[src/rtl/fetch_pkg.sv]
// rtl/fetch_pkg.sv - shared state encoding and field widths for the fetch stage
package fetch_pkg;

    localparam int INSTR_W    = 32;
    localparam int JUMP_IDX_W = 26;

    localparam logic [5:0] HALT_OPCODE_DEFAULT = 6'b111111;

    typedef enum logic [1:0] {
        ST_BOOT  = 2'd0,
        ST_RUN   = 2'd1,
        ST_HALT  = 2'd2,
        ST_FAULT = 2'd3
    } fetch_state_t;

endpackage

[src/rtl/next_pc_calc.sv]
// rtl/next_pc_calc.sv - combinational next-PC selection (jump, branch, sequential) and range check
module next_pc_calc
    import fetch_pkg::*;
#(
    parameter int ROM_BYTES = 256
) (
    input  logic [INSTR_W-1:0]    pc,
    input  logic                  branch_taken,
    input  logic [INSTR_W-1:0]    branch_offset,
    input  logic                  jump_taken,
    input  logic [JUMP_IDX_W-1:0] jump_target,
    output logic [INSTR_W-1:0]    pc_plus4,
    output logic [INSTR_W-1:0]    next_pc,
    output logic                  out_of_range
);

    localparam logic [INSTR_W-1:0] LAST_ADDR = INSTR_W'(ROM_BYTES - 4);

    assign pc_plus4 = pc + 32'd4;

    // Jump beats branch; all sums wrap modulo 2^32, so a negative wrap lands high and faults.
    always_comb begin
        next_pc = pc_plus4;
        if (jump_taken) begin
            next_pc = {pc_plus4[31:28], jump_target, 2'b00};
        end else if (branch_taken) begin
            next_pc = pc_plus4 + (branch_offset << 2);
        end
    end

    assign out_of_range = (next_pc > LAST_ADDR);

endmodule

[src/rtl/pc_fetch_unit.sv]
// rtl/pc_fetch_unit.sv - PC register and fetch FSM; RETIRE_COUNT_EN adds the instr_count retire counter
module pc_fetch_unit
    import fetch_pkg::*;
#(
    parameter logic [31:0] RESET_PC    = 32'h0000_0000,
    parameter int          ROM_BYTES   = 256,
    parameter logic [5:0]  HALT_OPCODE = HALT_OPCODE_DEFAULT
) (
    input  logic                  clk,
    input  logic                  rst,
    output logic [INSTR_W-1:0]    rom_address,
    output logic                  rom_read_enable,
    input  logic [INSTR_W-1:0]    rom_read_data,
    input  logic                  stall,
    input  logic                  branch_taken,
    input  logic [INSTR_W-1:0]    branch_offset,
    input  logic                  jump_taken,
    input  logic [JUMP_IDX_W-1:0] jump_target,
    output logic [INSTR_W-1:0]    pc_out,
    output logic [INSTR_W-1:0]    pc_plus4,
    output logic [INSTR_W-1:0]    instr_out,
    output logic                  halted,
    output logic                  fault
`ifdef RETIRE_COUNT_EN
    ,
    output logic [31:0]           instr_count
`endif
);

    fetch_state_t       state, state_next;
    logic [INSTR_W-1:0] pc, pc_next;
    logic [INSTR_W-1:0] calc_next_pc;
    logic               calc_out_of_range;
    logic               is_halt_op;

    next_pc_calc #(
        .ROM_BYTES(ROM_BYTES)
    ) u_next_pc_calc (
        .pc           (pc),
        .branch_taken (branch_taken),
        .branch_offset(branch_offset),
        .jump_taken   (jump_taken),
        .jump_target  (jump_target),
        .pc_plus4     (pc_plus4),
        .next_pc      (calc_next_pc),
        .out_of_range (calc_out_of_range)
    );

    assign is_halt_op = (rom_read_data[31:26] == HALT_OPCODE);

    always_ff @(posedge clk or posedge rst) begin
        if (rst) begin
            state <= ST_BOOT;
            pc    <= RESET_PC;
        end else begin
            state <= state_next;
            pc    <= pc_next;
        end
    end

    // A halting or faulting fetch leaves the PC on the offending instruction's address.
    always_comb begin
        state_next = state;
        pc_next    = pc;
        case (state)
            ST_BOOT: state_next = ST_RUN;
            ST_RUN: begin
                if (!stall) begin
                    if (is_halt_op) begin
                        state_next = ST_HALT;
                    end else if (calc_out_of_range) begin
                        state_next = ST_FAULT;
                    end else begin
                        pc_next = calc_next_pc;
                    end
                end
            end
            default: state_next = state;
        endcase
    end

    assign pc_out          = pc;
    assign rom_address     = pc;
    assign rom_read_enable = (state == ST_RUN);
    assign instr_out       = (state == ST_RUN) ? rom_read_data : '0;
    assign halted          = (state == ST_HALT);
    assign fault           = (state == ST_FAULT);

`ifdef RETIRE_COUNT_EN
    logic        retire;
    logic [31:0] retire_count;

    // Faulting instructions retire; the halt instruction does not.
    assign retire = (state == ST_RUN) && !stall && !is_halt_op;

    always_ff @(posedge clk or posedge rst) begin
        if (rst) begin
            retire_count <= 32'd0;
        end else if (retire) begin
            retire_count <= retire_count + 32'd1;
        end
    end

    assign instr_count = retire_count;
`endif

endmodule
[config.mk]
export PLATFORM = sky130hd
export DESIGN_NAME = pc_fetch_unit
export DESIGN_NICKNAME = d
export VERILOG_FILES = /design/src/rtl/fetch_pkg.sv /design/src/rtl/next_pc_calc.sv /design/src/rtl/pc_fetch_unit.sv
export SDC_FILE = /design/constraint.sdc
export NUM_CORES = 1
export LEC_CHECK = 0
export CORE_MARGIN = 5
export CORE_UTILIZATION = 46
export CTS_CLUSTER_DIAMETER = 120
export CTS_CLUSTER_SIZE = 30
export DETAILED_ROUTE_END_ITERATION = 6
export PLACE_DENSITY_LB_ADDON = 0.08
export SLEW_MARGIN = 20
export SYNTH_ARGS = -nofsm -noshare
export SYNTH_HDL_FRONTEND = slang
export SYNTH_SLANG_ARGS = --single-unit
[constraint.sdc]
create_clock -name clk -period 8.9 [get_ports clk]
set_clock_uncertainty 0.2 [all_clocks]
set_input_delay 1.335 -clock clk [delete_from_list [all_inputs] [get_ports clk]]
set_output_delay 1.335 -clock clk [all_outputs]
set_load 0.01 [all_outputs]
# After elaboration in Yosys (flattened, before gate mapping)
# Index checks and enable logic that the tools add are counted.
[totals]
reg_bits = 34
wordCells = 25
[op_classes]
addsub = 2
n_lt_le_gt_ge = 1
eq_ne = 6
mux = 7
bitwise = 3
reduce_logical = 4
[op_table]
columns = ["operator", "count"]
rows = [
  ["$mux W32", 3],
  ["$add A32 B3 Y32 const B", 1],
  ["$add A32 B32 Y32", 1],
  ["$gt A32 B8 Y1 const B", 1],
  ["$eq A6 B6 Y1 const B", 1],
  ["$mux W2", 3],
  ["$eq A2 B2 Y1 const B", 2],
  ["$pmux W2 S2", 1],
  ["$reduce_and A4 Y1", 1],
  ["$ne A3 B1 Y1 const B", 1],
  ["$not A1 Y1", 3],
  ["$reduce_and A3 Y1", 1],
  ["$eq A2 B1 Y1 const B", 1],
  ["$logic_not A2 Y1", 1],
  ["$ne A2 B2 Y1 const B", 1],
  ["$reduce_bool A2 Y1", 1],
]

# Longest topological paths before layout
# Gate-level depths: netlist (run 1).
[logic_depth]
word_depth = 9
depth_mapped = 21
mapped_depth_nobuf = 18

# Hierarchy
# A second synthesis (run 1) with hierarchy kept.
[hier_totals]
hier_cells = 575
hier_area_um2 = 4722.0
[by_module_without_submodules]
columns = ["module", "instances", "cells_per_inst", "area_per_inst_um2", "seq_area_each_um2"]
rows = [
  ["next_pc_calc", 1, 426, 2816.5, 0.0],
  ["pc_fetch_unit", 1, 149, 1905.6, 850.8],
]

# Worst setup path after synthesis (run 1)
# No wires, ideal clock.
[synth_path]
kind = "register -> register"
from = "register pc[2], in the netlist pc_out[2]"
to = "register pc[4], in the netlist pc_out[4]"
arrival_ns = 4.802
t_required_ns = 8.575
path_slack_ns = 3.773
stages_incl_launch_ff = 20
path_cell_list = "dfrtp_1 -> ha_1 -> nand3_1 -> or4_1 -> buf_2 -> nor2_1 -> xor2_1 -> ha_1 -> clkbuf_1 -> inv_1 -> or4_1 -> o22a_1 -> o21ai_2 -> o21ai_2 -> a211o_1 -> a21o_1 -> a211oi_1 -> o2111ai_4 -> buf_6 -> mux2_4"
[synth_between]
elab_chain_len = 7
[synth_lines]
columns = ["element", "line", "text"]
rows = [
  ["start: declaration", "pc_fetch_unit.sv:31", "logic [INSTR_W-1:0] pc, pc_next;"],
  ["start signal: assignment", "pc_fetch_unit.sv:57", "pc <= pc_next;"],
  ["$add A32 B3 Y32 *", "next_pc_calc.sv:19", "assign pc_plus4 = pc + 32'd4;"],
  ["named net pc_plus4[20]", "pc_fetch_unit.sv:20", "output logic [INSTR_W-1:0] pc_plus4,"],
  ["$add A32 B32 Y32", "next_pc_calc.sv:27", "next_pc = pc_plus4 + (branch_offset << 2);"],
  ["$mux W32 *", "next_pc_calc.sv:26", "end else if (branch_taken) begin"],
  ["$mux W32 *", "next_pc_calc.sv:24", "if (jump_taken) begin"],
  ["$gt A32 B8 Y1 *", "next_pc_calc.sv:31", "assign out_of_range = (next_pc > LAST_ADDR);"],
  ["$not A1 Y1 (no line) *", "-", ""],
  ["$reduce_and A4 Y1 (no line) *", "-", ""],
]
# Mark *: on every way through the listed nets, which the timed path passes. The rest lies on a longest branch.
# A chain may end at the register's enable or synchronous reset.

# Final worst setup path (run 1)
[layout_path]
from = "input port branch_offset[0]"
to = "register pc[4], in the netlist pc_out[4]"
[layout_between]
elab_chain_len = 6
[layout_lines]
columns = ["element", "line", "text"]
rows = [
  ["start: declaration", "pc_fetch_unit.sv:16", "input logic [INSTR_W-1:0] branch_offset,"],
  ["$add A32 B32 Y32 *", "next_pc_calc.sv:27", ""],
  ["$mux W32 *", "next_pc_calc.sv:26", ""],
  ["$mux W32 *", "next_pc_calc.sv:24", ""],
  ["$gt A32 B8 Y1", "next_pc_calc.sv:31", ""],
  ["$not A1 Y1 (no line)", "-", ""],
  ["$reduce_and A4 Y1 (no line)", "-", ""],
]
# Every way passes the cells marked *; elsewhere a longest branch is shown, timed or not.

==> results of run 1 <==
how the worst min path moves through the flow:
stage	start	endpoint	slack, ns	cells after the start
4_1_cts	state[1]	state[1]	0.31	1
3_3_place_gp	state[1]	state[1]	0.29	1
2_1_floorplan	state[1]	state[1]	0.26	1
6_report	state[1]	state[1]	0.31	1
5_1_grt	state[1]	state[1]	0.34	1
3_5_place_dp	state[1]	state[1]	0.29	1
cells by family (layout without fill, tap and decap cells):
| kind of cell | count (synthesis) | in the layout | share of synthesized area |
|---|---|---|---|
| AO/OA/AOI/OAI | 164 | 164 | 0.244 |
| AND/OR/NAND/NOR | 251 | 251 | 0.291 |
| XOR/XNOR | 42 | 42 | 0.0770 |
| multiplexers | 12 | 12 | 0.0275 |
| adder cells (fa/ha/maj) | 33 | 33 | 0.0880 |
| buffers and inverters | 82 | 253 | 0.0948 |
| flip-flops | 34 | 34 | 0.178 |
power groups by stage:
stage,sequential (mW),combinational [mW],clock (mW)
after floorplan,0.158,0.0535,0
after global placement,0.158,0.110,0
after detailed placement,0.158,0.112,0
after CTS,0.155,0.112,0.143
after global routing,0.155,0.123,0.149
final,0.155,0.113,0.141
cell usage in the layout (no fill, tap or decap), drive strengths merged, types with 3 or more instances in the layout:
master,count
a21oi,36
nor2b,4
clkbuf,5
mux2i,6
o41ai,3
ha,32
o221ai,4
inv,19
o311ai,4
and2,58
o21ai,32
and4,6
a21o,11
mux2,6
xnor2,20
nor4,17
a31oi,3
clkdlybuf4s50,223
a211o,7
a211oi,13
nor3,14
nor2,27
dfrtp,34
nand3,18
or3,8
o21bai,3
or4,5
o21a,15
a221oi,3
and3,9
a31o,3
nand2,54
nand2b,4
xor2,22
buf,3
nand4,22
o211ai,6
cell type report:
type / count / share of cell area
multi-input cells: 502 / 0.501
clock buffers: 5 / 0.00993
inverters: 19 / 0.0103
flip-flops and latches: 34 / 0.123
repair buffers: 226 / 0.325
well taps: 136 / 0.0245
clock inverters: 3 / 0.00650
flip-flops by register name, indices dropped and copies added (netlist names):
name    cells
state       2
pc_out     32
worst max-delay path: stages:
cell,delay [ns]
clkdlybuf4s50_1,0.46
ha_1,0.19
inv_1,0.07
fa_1,0.41
nand2b_1,0.19
a211oi_1,0.52
o21ai_0,0.27
o21ai_0,0.65
a21oi_1,0.14
o21bai_1,0.21
xor2_1,0.13
o41ai_4,0.47
o2111ai_4,0.48
mux2_4,0.45
through the flow:
stage | instance area, um2 | power, mW | hold WS [ns]
floorplan | 4780 | 0.211 | 0.264
global route | 6930 | 0.427 | 0.339
CTS | 6930 | 0.411 | 0.313
detailed placement | 6820 | 0.270 | 0.294
global placement | 6820 | 0.268 | 0.294
finish | 6930 | 0.409 | 0.309
per-layer routing:
layer	track usage	share of wire	up-vias
met5	0	0	-
met4	0.0689	0.021	0
met3	0.0402	0.067	35
met2	0.454	0.49	253
met1	0.361	0.42	2604
li1	-	-	2595
==> flow_summary.yaml, run 1 <==
clock_network:
  tritoncts: "yes"
  cts_resized: 0
  clk-insertion-delay-late_ns: 0.29
  clk_pin_slew_ns: 0.07
  cts_made_buffers: 5
  cts_setup_buffers: 0
  sinks_on_clock_net: 34
  ctsRootBufferMaster: "clkbuf_8"
  ctsLongestPathBuffers: 2
  cts-hold-fix-buffers: 0
  cts_htree_levels: 2
layout:
  finalNonFillerCells: 925
  final_core_util: 0.678
  finalNetCount: 916
  seqCellArea_um2: 851
  area_growth_syn_to_layout_pct: 45.2
  num_antenna_cells: 0
  final_layout_size_suffix_gt1_frac: 0.0406
  layout.filler_cells: 867
  multiInputGateArea_mm2: 0.00347
timing:
  final_critical_path_setup_slack_ns: 2.87
  drv_slew: 0
  final.min_clock_period_ns: 6.03
  finalHoldViolations: 0
  tightestPinTransition_ns: 0.860
  max_freq_mhz: 166
  report.final.setup_viol: 0
  rsz0062_at_grt: "false"
  period_share: 0.677
  worst_slew_margin_rel: 0.419
  setup-tns-final_ns: 0
floorplanning:
  coreArea_mm2: 0.0102
  floorplan.initialDensity: 0.467
  io-pin-count: 226
  die_width_um: 112
  floorplan.die.height_um: 112
  overall_die_area_mm2: 0.0125
  rows: 37
run:
  timing.max_cap.violations: 0
power_and_ir_drop:
  cellPowerDensity_mw_per_mm2: 59.0
  p_leak_nw: 2.87
  logic_gate_share_of_total_power: 0.277
  p_clk_frac: 0.344
  switching_share: 0.272
  power.internal_mw: 0.298
  pwr-share-seq: 0.379
  peak_vdd_ir_v: 0.000128
  power.net_switching_mw: 0.111
setup_path:
  worst_r2r_endpoint: "pc_out[4]"
  worst_setup_path_end_kind: "register"
  startpoint_class: "input port"
  capture_point_of_the_worst_path: "pc_out[4]"
  timing_worst_setup_path_type: "input port to register"
  rr_worst_depth: 16
  cp_data_required_time_ns: 8.87
  critical_path.max_fanout: 34
  worst-endpoint-arrival_ns: 6.00
  timing.rr.start: "pc_out[2]"
  setup.worst_path.start: "branch_offset[0]"
  r2r_setup_slack_ns: 2.91
placed_design:
  globalplace.congestion: 0.956
  numPortBuffers: 223
  dp_hpwl_um: 14800
  place_inst: 917
  dpl_worst_slack_ns: 2.63
drt:
  drt_pre_antenna_iters: 7
  detail_route.vias_per_cell: 5.93
  drtAntennaViolNets: 0
  drcViolationCount: 2
  detailedRoute.firstIterationViolations: 440
  vias: 5487
  totalWireLength_um: 17900
  routedWlPerCell_um: 19.3
run_status:
  failed_checks: "DRC"
  outcome: "finished with violations"
logic_synthesis:
  synth_top_area_frac: 0.178
  synth_enable_flop_cells: 0
  synthDistinctLibCells: 66
  netlist_top_cells_count: "and2_1 (58), nand2_1 (54), a21oi_1 (36), buf_4 (35), dfrtp_1 (34)"
  postSynth.topFlopCell: "dfrtp_1"
  post_synth_instance_area_mm2: 0.00478
  share_of_the_yosys_chip_area_belonging_to_registers: 0.178
  post_synth_main_area_contributors: "dfrtp_1 (18%), ha_1 (8.4%), and2_1 (7.6%)"
  syn-instance-count: 618
  async_flop_share: 1.00
  synthesis.yosys.warnings: 0
  mappedNetlistNets: 746
  yosysTopAreaCell: "dfrtp_1"
  dominant_cell_by_count_in_the_synthesized_netlist: "and2_1"
  avgSynthCellArea_um2: 7.73
  ys_ff_latch: 34
grt:
  antenna_found_initial: 0
  gr-usage-all-layers: 0.269
  first_pass_grt_wire_length_um: 27800
  globalRoute.totalOverflow: 0
  first_global_vias: 5308
  maximum_number_of_pins_on_one_net_before_global_route_repair: 35
worst_hold_path:
  hold_path_class: "register to register"
Note: power is estimated with default switching activity, not from simulation.
==> run 2: changes to the inputs <==
--- a/config.mk
+++ b/config.mk
@@ -6,7 +6,7 @@
 export NUM_CORES = 1
 export LEC_CHECK = 0
 export CORE_MARGIN = 5
-export CORE_UTILIZATION = 46
+export CORE_UTILIZATION = 43
 export CTS_CLUSTER_DIAMETER = 120
 export CTS_CLUSTER_SIZE = 30
 export DETAILED_ROUTE_END_ITERATION = 6
==> constraint.sdc (replaced) <==
create_clock -name clk -period 5.7 [get_ports clk]
set_clock_uncertainty 0.2 [all_clocks]
set_input_delay 0.855 -clock clk [delete_from_list [all_inputs] [get_ports clk]]
set_output_delay 0.855 -clock clk [all_outputs]
set_load 0.01 [all_outputs]
==> run 2 against run 1 <==
- the run now ends clean
- clock power grew 28%
- core utilization shrank 2.1 points
- cell area grew 2.6%
- first-iteration DRC count shrank 12%
- power grew 48%
==> flow_summary.yaml, run 2 (same netlist as run 1, synthesis figures left out) <==
run_status:
  outcome: "finished clean"
clock_network:
  clk_pin_slew_ns: 0.07
  cts_htree_levels: 2
  cts_made_buffers: 5
  clk-insertion-delay-late_ns: 0.29
  ctsLongestPathBuffers: 2
  ctsRootBufferMaster: "clkbuf_8"
  sinks_on_clock_net: 34
  tritoncts: "yes"
  cts-hold-fix-buffers: 0
timing:
  final.min_clock_period_ns: 5.37
  worst_slew_margin_rel: 0.437
  rsz0062_at_grt: "false"
  drv_slew: 0
  period_share: 0.942
  finalHoldViolations: 0
  tightestPinTransition_ns: 0.834
  max_freq_mhz: 186
  setup-tns-final_ns: 0
  report.final.setup_viol: 0
drt:
  drt_pre_antenna_iters: 5
  totalWireLength_um: 18100
  routedWlPerCell_um: 19.0
  drcViolationCount: 0
  drtAntennaViolNets: 0
  vias: 5526
  detailedRoute.firstIterationViolations: 389
  detail_route.vias_per_cell: 5.81
setup_path:
  cp_data_required_time_ns: 5.67
  worst-endpoint-arrival_ns: 5.34
  timing_worst_setup_path_type: "register to register"
  r2r_setup_slack_ns: 0.33
  worst_r2r_endpoint: "pc_out[4]"
  crit_path_top_delay_cell: "or4_1"
  worst_setup_path_end_kind: "register"
  timing.critical_path.cells: "ha_1 > nand3_1 > buf_4 > nor4_1 > xor2_1 > ha_1 > nand4_1 > or4_1 > o22a_1 > o21ai_2 > nor2_1 > o311ai_0 > nand4_1 > nor3_2 > o2111ai_4 > buf_12 > mux2_4"
  timing.rr.start: "pc_out[2]"
  startpoint_class: "register"
  rr_worst_depth: 17
  crit_path_max_incr_delay_ns: 0.54
  critical_path.max_fanout: 34
power_and_ir_drop:
  p_clk_frac: 0.300
  report.power.total_mw: 0.604
  peak_vdd_ir_v: 0.000113
  p_leak_nw: 3.01
  power.net_switching_mw: 0.169
  logic_gate_share_of_total_power: 0.299
  switching_share: 0.279
  power.internal_mw: 0.435
  pwr-share-seq: 0.401
  cellPowerDensity_mw_per_mm2: 84.9
grt:
  gr-max-usage-layer: "met2"
  globalRoute.totalOverflow: 0
  grt_use_met1: 0.357
  first_global_vias: 5385
  first_pass_grt_wire_length_um: 27800
  grt_util_met3: 0.0411
  antenna_found_initial: 0
  global_route.usage.met2: 0.434
  gr-usage-all-layers: 0.263
  maximum_number_of_pins_on_one_net_before_global_route_repair: 35
placed_design:
  dp_hpwl_um: 15000
  numPortBuffers: 223
  globalplace.congestion: 0.905
  place_inst: 943
layout:
  final_layout_size_suffix_gt1_frac: 0.0678
  layout_commonest_cell: "clkdlybuf4s50_1"
  area_growth_syn_to_layout_pct: 48.9
  finalNonFillerCells: 951
  flip_flop_count_of_the_largest_register_all_copies_and_words_added: 32
  finalNetCount: 938
  final_cell_mix: "clkdlybuf4s50_1 (223), and2_1 (58), nand2_1 (54)"
  num_antenna_cells: 0
floorplanning:
  rows: 38
  io-pin-count: 226
  die_width_um: 115
  coreArea_mm2: 0.0108
  floorplan.initialDensity: 0.441
  overall_die_area_mm2: 0.0133
  floorplan.die.height_um: 115
worst_hold_path:
  worst_hold_startpoint: "state[1]"
  worstHoldPathCells: 1
  min_delay_worst_endpoint: "state[1]"
  hold_path_class: "register to register"
run:
  timing.max_cap.violations: 0
==> run 2: cell types whose count changed in the layout (fill, tap and decap cells not counted), sizes merged <==
cell | previous run | this run
buf | 3 | 25
clkinv | 0 | 1
clkinvlp | 2 | 0
clkbuf | 5 | 7
bufinv | 1 | 0
==> run 2: layout make-up <==
type                       count  area [um2]
multi-input combinational    502        3490
sequential                    34         851
clock buffer                   7        86.3
fill                         932        3730
inverter                      19        71.3
timing repair buffer         248        2430
clock inverter                 1        5.00
tap                          140         175
==> run 2: timing repair <==
action                     in CTS  in global routing
buffers inserted                0                  0
hold endpoints to repair        0                  0
resized for setup               0                  3
setup endpoints to repair       0                  5
==> run 2: worst max-delay path by stage <==
stage,from,endpoint,slack (ns),cells past startpoint
2_1_floorplan,pc_out[2],pc_out[4],0.57,19
3_5_place_dp,pc_out[9],pc_out[4],0.44,15
5_1_grt,pc_out[2],pc_out[2],0.04,20
3_3_place_gp,pc_out[2],pc_out[4],0.53,16
6_report,pc_out[2],pc_out[4],0.33,17
4_1_cts,pc_out[16],pc_out[4],0.41,15
==> run 2: worst max-delay path, delay by kind of cell (launching register included) <==
family / cells / cell delay [ns]
multiplexers: 1 / 0.30
XOR/XNOR: 1 / 0.20
adder cells (fa/ha/maj): 2 / 0.69
AO/OA/AOI/OAI: 4 / 1.02
buffers and inverters: 2 / 0.40
AND/OR/NAND/NOR: 7 / 1.89
flip-flops: 1 / 0.53
==> run 2: metrics by stage <==
step                      hold slack, ns  area (um2)  setup WS (ns)   util
after floorplan                    0.264        4780          0.573      -
after global placement             0.292        7000          0.528  0.646
after detailed placement           0.308        7000          0.439  0.646
after CTS                          0.326        7090          0.411  0.654
after global routing               0.357        7110         0.0413  0.656
final                              0.325        7110          0.331  0.656
==> run 2: power groups by stage <==
| stage | clock network (mW) | registers (mW) | logic [mW] |
|---|---|---|---|
| floorplan | 0 | 0.246 | 0.0836 |
| global placement | 0 | 0.246 | 0.176 |
| detailed placement | 0 | 0.246 | 0.178 |
| CTS | 0.186 | 0.242 | 0.179 |
| global route | 0.200 | 0.242 | 0.196 |
| finish | 0.181 | 0.242 | 0.181 |
==> run 2: metal layers <==
metal  vias to the layer above  share of wire
met1                      2602           0.43
li1                       2650              -
met5                         -              0
met4                         0          0.024
met3                        30          0.069
met2                       244           0.48
==> run 3: changes to the inputs <==
--- a/config.mk
+++ b/config.mk
@@ -5,12 +5,13 @@
 export SDC_FILE = /design/constraint.sdc
 export NUM_CORES = 1
 export LEC_CHECK = 0
-export CORE_MARGIN = 5
+export CORE_MARGIN = 4
 export CORE_UTILIZATION = 43
 export CTS_CLUSTER_DIAMETER = 120
 export CTS_CLUSTER_SIZE = 30
 export DETAILED_ROUTE_END_ITERATION = 6
 export PLACE_DENSITY_LB_ADDON = 0.08
+export SKIP_CTS_REPAIR_TIMING = 1
 export SLEW_MARGIN = 20
 export SYNTH_ARGS = -nofsm -noshare
 export SYNTH_HDL_FRONTEND = slang
==> run 3 against run 2 <==
- register-to-register slack better by 0.05 ns
- first-iteration DRC count up 21%
- wire length up 0.19%
- die area down 3.4%
- clock power about the same
- non-clock buffer count down 1
- critical endpoint unchanged
- cell count down 0.11%
- core utilization down 0.27 points
==> flow_summary.yaml, run 3 (same netlist as run 1, synthesis figures left out) <==
floorplanning:
  rows: 38
  io-pin-count: 226
  floorplan.die.height_um: 113
  floorplan.initialDensity: 0.441
  die_width_um: 113
  overall_die_area_mm2: 0.0129
  coreArea_mm2: 0.0108
worst_hold_path:
  hold_path_class: "register to register"
grt:
  antenna_found_initial: 0
  globalRoute.totalOverflow: 0
  first_global_vias: 5375
  gr-usage-all-layers: 0.269
  first_pass_grt_wire_length_um: 28200
  maximum_number_of_pins_on_one_net_before_global_route_repair: 35
drt:
  routedWlPerCell_um: 19.1
  drtAntennaViolNets: 0
  vias: 5524
  detailedRoute.firstIterationViolations: 469
  detail_route.vias_per_cell: 5.81
  drt_pre_antenna_iters: 5
  totalWireLength_um: 18100
  drcViolationCount: 0
layout:
  area_growth_syn_to_layout_pct: 48.3
  final_core_util: 0.654
  post-route-cell-area_mm2: 0.00708
  final_layout_size_suffix_gt1_frac: 0.0654
  layout_commonest_cell: "clkdlybuf4s50_1"
  flip_flop_count_of_the_largest_register_all_copies_and_words_added: 32
  num_antenna_cells: 0
  finalNonFillerCells: 950
  layout.filler_cells: 951
  final_cell_mix: "clkdlybuf4s50_1 (223), and2_1 (58), nand2_1 (54)"
  finalNetCount: 937
clock_network:
  tritoncts: "yes"
  ctsRootBufferMaster: "clkbuf_8"
  cts_made_buffers: 5
  sinks_on_clock_net: 34
  ctsLongestPathBuffers: 2
  clk-insertion-delay-late_ns: 0.29
  cts_htree_levels: 2
  clk_pin_slew_ns: 0.08
setup_path:
  crit_path_top_delay_cell: "or4_1"
  timing.critical_path.cells: "ha_1 > nand3_1 > or4_1 > nor2_1 > xor2_1 > ha_1 > nand2_1 > o21ai_0 > or2_2 > o311ai_0 > nor4_1 > o311ai_0 > o211ai_1 > nor3_2 > o2111ai_4 > buf_12 > mux2_4"
  worst_setup_path_end_kind: "register"
  critical_path.max_fanout: 34
  timing_worst_setup_path_type: "register to register"
  startpoint_class: "register"
  worst-endpoint-arrival_ns: 5.29
  crit_path_max_incr_delay_ns: 0.59
  cp_data_required_time_ns: 5.68
run:
  timing.max_cap.violations: 0
timing:
  max_freq_mhz: 188
  rsz0062_at_grt: "false"
  worst_slew_margin_rel: 0.481
  report.final.setup_viol: 0
  finalHoldViolations: 0
  final.min_clock_period_ns: 5.32
  tightestPinTransition_ns: 0.769
  final_critical_path_setup_slack_ns: 0.383
  fin_worst_hold_slack_ns: 0.332
  setup-tns-final_ns: 0
  period_share: 0.933
  drv_slew: 0
placed_design:
  numPortBuffers: 223
  dp_hpwl_um: 15000
  place_inst: 942
  placed_cell_area_mm2: 0.00699
  globalplace.congestion: 0.911
  dpl_worst_slack_ns: 0.459
power_and_ir_drop:
  report.power.total_mw: 0.603
  p_leak_nw: 2.97
  cellPowerDensity_mw_per_mm2: 85.1
  peak_vdd_ir_v: 0.000118
run_status:
  outcome: "finished clean"
==> run 3: final cells by class <==
type                       instances  area [um2]  area share
multi-input combinational        502        3470       0.490
clock inverter                     3        21.3     0.00300
timing repair buffer             247        2420       0.342
inverter                          19        71.3      0.0101
tap                              140         175      0.0247
sequential                        34         851       0.120
clock buffer                       5        68.8     0.00971
==> run 3: worst max-delay path: cells and delay by family, from the launching register on <==
family	cells	cell delay [ns]
AND/OR/NAND/NOR	7	1.75
multiplexers	1	0.30
buffers and inverters	1	0.20
XOR/XNOR	1	0.27
adder cells (fa/ha/maj)	2	0.59
flip-flops	1	0.54
AO/OA/AOI/OAI	5	1.32
==> run 3: final timing paths <==
path	start	end	slack [ns]	cells past startpoint
hold / removal	state[1]	state[1]	0.33	1
setup / recovery	pc_out[2]	pc_out[4]	0.38	17
hold reg to reg	state[1]	state[1]	0.33	1
min in group asynchronous	rst	pc_out[11]	0.76	3
setup reg to reg	pc_out[2]	pc_out[4]	0.38	17
max in group asynchronous	rst	pc_out[24]	4.23	3
==> run 3: report_power, final <==
part / internal (mW) / switching, mW
clock: 0.0858 / 0.0938
sequential: 0.241 / 0.000459
combinational: 0.0964 / 0.0850
total: 0.423 / 0.179
==> run 3: layer usage <==
metal / vias to the layer above / track usage / wire length (um)
li1: 2639 / - / -
met1: 2621 / 0.360 / 7660
met2: 240 / 0.462 / 8950
met3: 24 / 0.0435 / 1220
met4: 0 / 0.0537 / 297
met5: - / 0 / 0
